===== src/rtl/intr_pkg.sv =====
// Shared constants and types for the machine-mode interrupt controller.
package intr_pkg;

  localparam logic [11:0] CSR_MSTATUS = 12'h300;
  localparam logic [11:0] CSR_MIE     = 12'h304;
  localparam logic [11:0] CSR_MTVEC   = 12'h305;
  localparam logic [11:0] CSR_MEPC    = 12'h341;
  localparam logic [11:0] CSR_MCAUSE  = 12'h342;
  localparam logic [11:0] CSR_MIP     = 12'h344;

  localparam int MSTATUS_MIE_BIT  = 3;
  localparam int MSTATUS_MPIE_BIT = 7;
  localparam int MCAUSE_EXT_BASE  = 16;

  typedef enum logic [0:0] {
    IDLE    = 1'b0,
    HANDLER = 1'b1
  } state_e;

endpackage


===== src/rtl/intr_prio_enc.sv =====
// Lowest-index-wins priority encoder over the active interrupt set.
module intr_prio_enc #(
  parameter int N = 8
) (
  input  logic [N-1:0] req,
  output logic [3:0]   id,
  output logic         any
);

  // Scan from the top down so the lowest set index is the last one written.
  always_comb begin
    id  = '0;
    any = |req;
    for (int i = N - 1; i >= 0; i--) begin
      if (req[i]) id = 4'(i);
    end
  end

endmodule


===== src/rtl/intr_ctrl.sv =====
// Machine-mode interrupt controller: edge capture, masking, trap CSRs and
// the one-cycle PC redirect for trap entry and MRET.
module intr_ctrl
  import intr_pkg::*;
#(
  parameter int              NUM_IRQ     = 8,
  parameter int              XLEN        = 32,
  parameter logic [XLEN-1:0] MTVEC_RESET = 32'h0000_0100,
  parameter bit              VECTORED    = 1'b1
) (
  input  logic               clk,
  input  logic               rstn,
  input  logic [NUM_IRQ-1:0] irq,
  output logic               interrupt_req,
  input  logic               interrupt_taken,
  input  logic               mret_taken,
  input  logic [XLEN-1:0]    pc_resume,
  input  logic               csr_we,
  input  logic [11:0]        csr_addr,
  input  logic [XLEN-1:0]    csr_wdata,
  output logic [XLEN-1:0]    csr_rdata,
  output logic               redirect_valid,
  output logic [XLEN-1:0]    redirect_pc
);

  localparam logic [XLEN-1:0] ALIGN_MASK = ~(XLEN'(3));

  state_e             state_q, state_d;
  logic [NUM_IRQ-1:0] irq_q, pending_q, pending_d, mie_q, mie_d;
  logic               mst_mie_q, mst_mie_d, mst_mpie_q, mst_mpie_d;
  logic [XLEN-1:0]    mtvec_q, mtvec_d, mepc_q, mepc_d, mcause_q, mcause_d;
  logic               redirect_valid_q, redirect_valid_d;
  logic [XLEN-1:0]    redirect_pc_q, redirect_pc_d;

  logic [NUM_IRQ-1:0] rise, active, claim_mask, w1c_mask;
  logic [3:0]         id;
  logic               any_active, take;
  logic               wr_mstatus, wr_mie, wr_mtvec, wr_mepc, wr_mcause, wr_mip;
  logic [XLEN-1:0]    trap_pc;

  intr_prio_enc #(.N(NUM_IRQ)) u_prio (
    .req (active),
    .id  (id),
    .any (any_active)
  );

  assign rise          = irq & ~irq_q;
  assign active        = pending_q & mie_q;
  assign interrupt_req = (state_q == IDLE) & mst_mie_q & any_active;
  assign take          = interrupt_req & interrupt_taken;

  assign wr_mstatus = csr_we & (csr_addr == CSR_MSTATUS);
  assign wr_mie     = csr_we & (csr_addr == CSR_MIE);
  assign wr_mtvec   = csr_we & (csr_addr == CSR_MTVEC);
  assign wr_mepc    = csr_we & (csr_addr == CSR_MEPC);
  assign wr_mcause  = csr_we & (csr_addr == CSR_MCAUSE);
  assign wr_mip     = csr_we & (csr_addr == CSR_MIP);

  assign claim_mask = take ? (NUM_IRQ'(1) << id) : '0;
  assign w1c_mask   = wr_mip ? csr_wdata[NUM_IRQ-1:0] : '0;
  assign trap_pc    = VECTORED ? (mtvec_q + (XLEN'(id) << 2)) : mtvec_q;

  always_comb begin
    state_d          = state_q;
    // A fresh edge is OR-ed in last so it survives a same-cycle claim or clear.
    pending_d        = (pending_q & ~(claim_mask | w1c_mask)) | rise;
    mie_d            = wr_mie ? csr_wdata[NUM_IRQ-1:0] : mie_q;
    mtvec_d          = wr_mtvec ? (csr_wdata & ALIGN_MASK) : mtvec_q;
    mst_mie_d        = mst_mie_q;
    mst_mpie_d       = mst_mpie_q;
    mepc_d           = mepc_q;
    mcause_d         = mcause_q;
    redirect_valid_d = 1'b0;
    redirect_pc_d    = redirect_pc_q;
    if (take) begin
      state_d          = HANDLER;
      mepc_d           = pc_resume & ALIGN_MASK;
      mcause_d         = {1'b1, (XLEN-1)'(MCAUSE_EXT_BASE) + (XLEN-1)'(id)};
      mst_mpie_d       = mst_mie_q;
      mst_mie_d        = 1'b0;
      redirect_valid_d = 1'b1;
      redirect_pc_d    = trap_pc;
    end else if (mret_taken) begin
      state_d          = IDLE;
      mst_mie_d        = mst_mpie_q;
      mst_mpie_d       = 1'b1;
      redirect_valid_d = 1'b1;
      redirect_pc_d    = mepc_q;
    end else begin
      if (wr_mstatus) begin
        mst_mie_d  = csr_wdata[MSTATUS_MIE_BIT];
        mst_mpie_d = csr_wdata[MSTATUS_MPIE_BIT];
      end
      if (wr_mepc)   mepc_d   = csr_wdata & ALIGN_MASK;
      if (wr_mcause) mcause_d = csr_wdata;
    end
  end

  always_comb begin
    csr_rdata = '0;
    case (csr_addr)
      CSR_MSTATUS: begin
        csr_rdata[MSTATUS_MIE_BIT]  = mst_mie_q;
        csr_rdata[MSTATUS_MPIE_BIT] = mst_mpie_q;
      end
      CSR_MIE:    csr_rdata = XLEN'(mie_q);
      CSR_MTVEC:  csr_rdata = mtvec_q;
      CSR_MEPC:   csr_rdata = mepc_q;
      CSR_MCAUSE: csr_rdata = mcause_q;
      CSR_MIP:    csr_rdata = XLEN'(pending_q);
      default:    csr_rdata = '0;
    endcase
  end

  always_ff @(posedge clk) begin
    if (!rstn) begin
      state_q          <= IDLE;
      irq_q            <= '0;
      pending_q        <= '0;
      mie_q            <= '0;
      mst_mie_q        <= 1'b0;
      mst_mpie_q       <= 1'b0;
      mtvec_q          <= MTVEC_RESET;
      mepc_q           <= '0;
      mcause_q         <= '0;
      redirect_valid_q <= 1'b0;
      redirect_pc_q    <= '0;
    end else begin
      state_q          <= state_d;
      irq_q            <= irq;
      pending_q        <= pending_d;
      mie_q            <= mie_d;
      mst_mie_q        <= mst_mie_d;
      mst_mpie_q       <= mst_mpie_d;
      mtvec_q          <= mtvec_d;
      mepc_q           <= mepc_d;
      mcause_q         <= mcause_d;
      redirect_valid_q <= redirect_valid_d;
      redirect_pc_q    <= redirect_pc_d;
    end
  end

  assign redirect_valid = redirect_valid_q;
  assign redirect_pc    = redirect_pc_q;

endmodule


===== config.mk =====
export PLATFORM = sky130hd
export DESIGN_NAME = intr_ctrl
export DESIGN_NICKNAME = d
export VERILOG_FILES = /design/src/rtl/intr_pkg.sv /design/src/rtl/intr_prio_enc.sv /design/src/rtl/intr_ctrl.sv
export SDC_FILE = /design/constraint.sdc
export NUM_CORES = 1
export LEC_CHECK = 0
export CORE_ASPECT_RATIO = 1.1
export CORE_MARGIN = 5
export CORE_UTILIZATION = 56
export DETAILED_ROUTE_END_ITERATION = 12
export PLACE_DENSITY = 0.87
export SETUP_SLACK_MARGIN = 0.5
export SYNTH_ARGS = -nofsm -noshare
export SYNTH_HDL_FRONTEND = slang
export SYNTH_SLANG_ARGS = --single-unit
export TNS_END_PERCENT = 5

===== constraint.sdc =====
create_clock -name clk -period 4 [get_ports clk]
set_input_delay 0.8 -clock clk [delete_from_list [all_inputs] [get_ports clk]]
set_output_delay 0.8 -clock clk [all_outputs]
set_load 0.03 [all_outputs]

* After elaboration in Yosys (flattened, before gate mapping) *
Index checks and enable logic that the tools add are counted.

storage, ports and cells
  output and inout bits = 66
  word-level logic and storage cells = 80
  input port bits = 89
  register bits after elaboration = 152

cells by class
  bitwise operators = 18
  equality and inequality tests = 7
  reduce and logical (&&, ||, !) cells = 9
  shift-type cells = 1
  $add $sub $neg = 2
  muxes and demuxes = 32

operator list
  operator                number
  $mux W32                8
  $eq A12 B10 Y1 const B  6
  $pmux W24 S3            1
  $add A32 B6 Y32         1
  $pmux W3 S5             2
  $and A8 B8 Y8           3
  $mux W3                 8
  $mux W8                 2
  $not A8 Y8              2
  $or A8 B8 Y8            2
  $pmux W1 S6             2
  $and A1 B1 Y1           9
  $mux W1                 9
  $reduce_bool A2 Y1      4
  $reduce_or A8 Y1        1
  $shl A1 B4 Y8 const A   1
  $add A5 B4 Y6 const A   1
  $reduce_and A2 Y1       2
  $reduce_bool A3 Y1      1
  $ne A2 B1 Y1 const B    1
  $not A1 Y1              2
  $reduce_or A2 Y1        1

* Depth between registers and ports, before layout *
  depth in word-level cells = 15
  gate-level depth with buffers = 11
  mapped depth without buffers = 11

* Cells and area by module *
From an unflattened synthesis, not the netlist that was laid out.

unflattened totals
  cell total of the unflattened synthesis = 849
  area, all modules = 7,213.2 µm²

modules (own cells, without submodules)
  module         times used  cells each  area each (µm²)
  intr_ctrl      1           834         7,120.6
  intr_prio_enc  1           15          92.6

* Worst setup path before layout *
OpenSTA, ideal clock, no wires.

  kind = input to output
  start = input port csr_addr[11]
  end = output port csr_rdata[2]
  data required time = 3.200 ns
  path slack = 0.375 ns
  arrival = 2.825 ns
  stages = 4
  cell sequence = or4b_1 -> or2_2 -> or3_1 -> o21ai_0

between the ends
  longest elaborated chain between the ends = 2

RTL lines
  what             RTL line          text
  from (decl)      intr_ctrl.sv:19   input logic [11:0] csr_addr,
  $eq A12 B10 Y1   intr_ctrl.sv:101  case (csr_addr)
  $pmux W3 S5 (*)  intr_ctrl.sv:101
  to (decl)        intr_ctrl.sv:21   output logic [XLEN-1:0] csr_rdata,

Mark *: on every way between the ends. The rest lies on a longest branch, timed or not.

* Worst setup path after layout *
  start = input port csr_addr[11]
  end = output port csr_rdata[20]

between the ends
  longest elaborated chain between the ends = 2

RTL lines
  what              RTL line
  $eq A12 B10 Y1    intr_ctrl.sv:101
  $pmux W24 S3 (*)  intr_ctrl.sv:101

Marks and branches as above.

==> impl_metrics.tcl <==
set metrics [dict create \
    start_util 0.568 \
    rsz0062_at_grt "true" \
    grt_pass1_wl_um 40100 \
    hold_start "irq_q[1]" \
    yosysWarnings 0 \
    vias 7893 \
    wl_um 25900 \
    synth_flop_cell "dfxtp_1" \
    first_pass_iters 8 \
    drive_gt1_frac 0.154 \
    max_cap_violations 0 \
    cp-end-kind "primary output" \
    finalSetupViolations 0 \
    crit_type "in2out" \
    pwr-share-seq 0.449 \
    critical_path.startpoint "csr_addr[11]" \
    ys_seq_area_frac 0.401 \
    rr_startpoint "pending_q[7]" \
    htree_levels 4 \
    worst_slack_ns 0.441 \
    tns_ns 0 \
    outcome "complete, no violations" \
    cts_tree "done" \
    tightest_slew_ns 1.14 \
    slew_headroom 0.237 \
    die_y_um 131 \
    slew_violations 0 \
    post-place-ws_ns 0.0593 \
    synth_seq_cells 150 \
    grt_use_total 0.317 \
    yosys-top-cells-area "dfxtp_1 40%, mux2i_1 8.2%, a21oi_1 8.1%" \
    hpwl_um 15400 \
    drt_iter0_drc 1088 \
    yosysTopAreaCell "dfxtp_1" \
    p_per_area_nw_per_um2 335 \
    cp.required_ns 3.20 \
    ant_nets 0 \
    syn_to_final_growth_pct 34.9 \
    wl_per_cell_um 21.1 \
    core_um2 13200 \
    fin_skew_ns 0.00664 \
    antenna_found_initial 0 \
    portBuffers 150 \
    crit_fanout 5 \
    hold_violations 0 \
    p_comb_frac 0.067 \
    critPathSlowestCell "or4_4" \
    hp-class "reg2reg" \
    power.clock.fraction 0.484 \
    root_buffer "clkbuf_16" \
    switching_power_mw 0.757 \
    synth_edf_count 0 \
    slowest_delay_ns 0.54 \
    min_period_ns 3.56 \
    netSwitchingFraction 0.224 \
    postSynthAreaPerCell_um2 8.28 \
    crit_top_cell "buf_6" \
    nets 1148 \
    clock_latency_ns 0.43 \
    ys_top_cells_by_count "150 x dfxtp_1, 149 x nand2_1, 121 x a21oi_1" \
    ys_types 63 \
    boundaryPins 155 \
    leakagePower_nw 3.81 \
    synth-async-reset-ratio 0 \
    rows 44 \
    vias_per_cell 6.42 \
    cp-start-kind "primary input" \
    gp_congestion 0.921 \
    ir_drop_v 0.000282 \
    die-area_um2 15800 \
    p_int_mw 2.63 \
    synthCells 903 \
    antenna_cells 0 \
    synth_top_area_share 0.401 \
    clock_path_buffers 2 \
    fp.dieW_um 120 \
    crit_arrival_ns 2.76 \
    grt_max_degree 89 \
    clk_pin_slew_ns 0.06 \
    syn-cell-area_um2 7480 \
    grt_pass1_vias 7807 \
    worstPathCellList "buf_6, or4_4, or3_4, nor2_4, buf_4, buf_6, buf_12, a222oi_1, inv_1, buf_6" \
    yosysMostFrequentCell "dfxtp_1" \
    timing.fmax_mhz 281 \
    cts_sinks 150 \
    drc 0 \
    globalRouteOverflowTotal 0 \
    cts_buffers 17 \
    fin_crit_sh 0.890 \
]
[cells in the final DEF (no fill, tap or decap), types with 3 or more instances in the layout]
master and count:
buf_2 8, and2_1 8, a22o_1 6, clkdlybuf4s50_1 107, clkinv_2 4, clkbuf_16 17
nor2b_1 8, xnor2_1 3, mux2_2 16, buf_16 3, nand2_1 148, clkbuf_1 4
and3_1 5, a211oi_1 18, nand3_1 52, buf_12 6, a222oi_1 13, ha_1 3
inv_1 21, a22oi_1 19, mux2i_1 61, buf_4 45, buf_6 27, xor2_1 23
dfxtp_1 150, nor3_1 5, or4_4 3, o21ai_0 51, a21oi_1 121, nor2_1 32
bufinv_16 3, nand4_1 10
[metrics by stage]
stage / total power, mW / hold slack (ns) / utilization / std cells / instance area, um2
final: 3.38 / 0.451 / 0.767 / 1229 / 10100
after global routing: 3.47 / 0.475 / 0.767 / 1229 / 10100
after CTS: 3.37 / 0.452 / 0.764 / 1225 / 10100
after detailed placement: 1.76 / 0.445 / 0.686 / 1173 / 9020
after global placement: 1.76 / 0.416 / 0.686 / 1173 / 9020
after floorplan: 1.63 / 0.399 / - / 904 / 7480
[layout make-up]
cell class,instances,area (um2)
Fill cell,879,3070
Clock buffer,23,468
Tap cell,161,201
Multi-Input combinational cell,663,4160
Timing Repair Buffer,201,2050
Sequential cell,150,3000
Inverter,22,82.6
Clock inverter,9,125
[per-layer routing]
layer,global-route usage,wire length [um],vias up
li1,-,-,3535
met1,0.381,9410,3650
met2,0.515,12300,584
met3,0.0929,3000,124
met4,0.157,1190,0
met5,0,0,-
[power groups by stage]
stage | registers [mW] | logic (mW) | clock network [mW]
2_1_floorplan | 1.55 | 0.0825 | 0
5_1_grt | 1.52 | 0.235 | 1.71
3_5_place_dp | 1.55 | 0.211 | 0
4_1_cts | 1.52 | 0.217 | 1.63
3_3_place_gp | 1.55 | 0.209 | 0
6_report | 1.52 | 0.226 | 1.64
[critical path, delay by kind of cell]
kind / cells / cell delay (ns)
AO/OA/AOI/OAI: 1 / 0.09
buffers and inverters: 6 / 0.75
AND/OR/NAND/NOR: 3 / 1.13
[final timing paths]
kind	end	slack, ns	depth (start not counted)
setup / recovery	csr_rdata[20]	0.44	10
hold / removal	pending_q[1]	0.45	1
setup reg to reg	redirect_pc[20]	0.64	12
hold reg to reg	pending_q[1]	0.45	1
[repair_timing]
| action | 4_1_cts | 5_1_grt |
|---|---|---|
| hold buffers | 0 | 0 |
| gates cloned | 5 | 0 |
| pin swaps | 13 | 6 |
| endpoints found under the setup margin | 32 | 32 |
| hold endpoints to repair | 0 | 0 |
| gates resized for setup | 76 | 6 |
| buffers inserted | 15 | 4 |
[registers in the layout, summed over array words and instances, names as in the netlist, 8 cells and up]
register     cells
irq_q            8
mcause_q        32
mepc_q          30
mie_q            8
mtvec_q         30
pending_q        8
redirect_pc     30
[cells by family (layout without fill, tap and decap cells)]
logic type	Yosys count	in the layout	synth area share
AOI/OAI and AO/OA	253	253	0.203
xor gates and xnor gates	26	26	0.0304
adders and majority gates	4	4	0.00770
buffers and inverters	91	255	0.0567
DFF	150	150	0.401
muxes	77	77	0.106
other	1	2	0.000501
and+or+nand+nor	301	301	0.194
(Power assumes the default switching activity.)
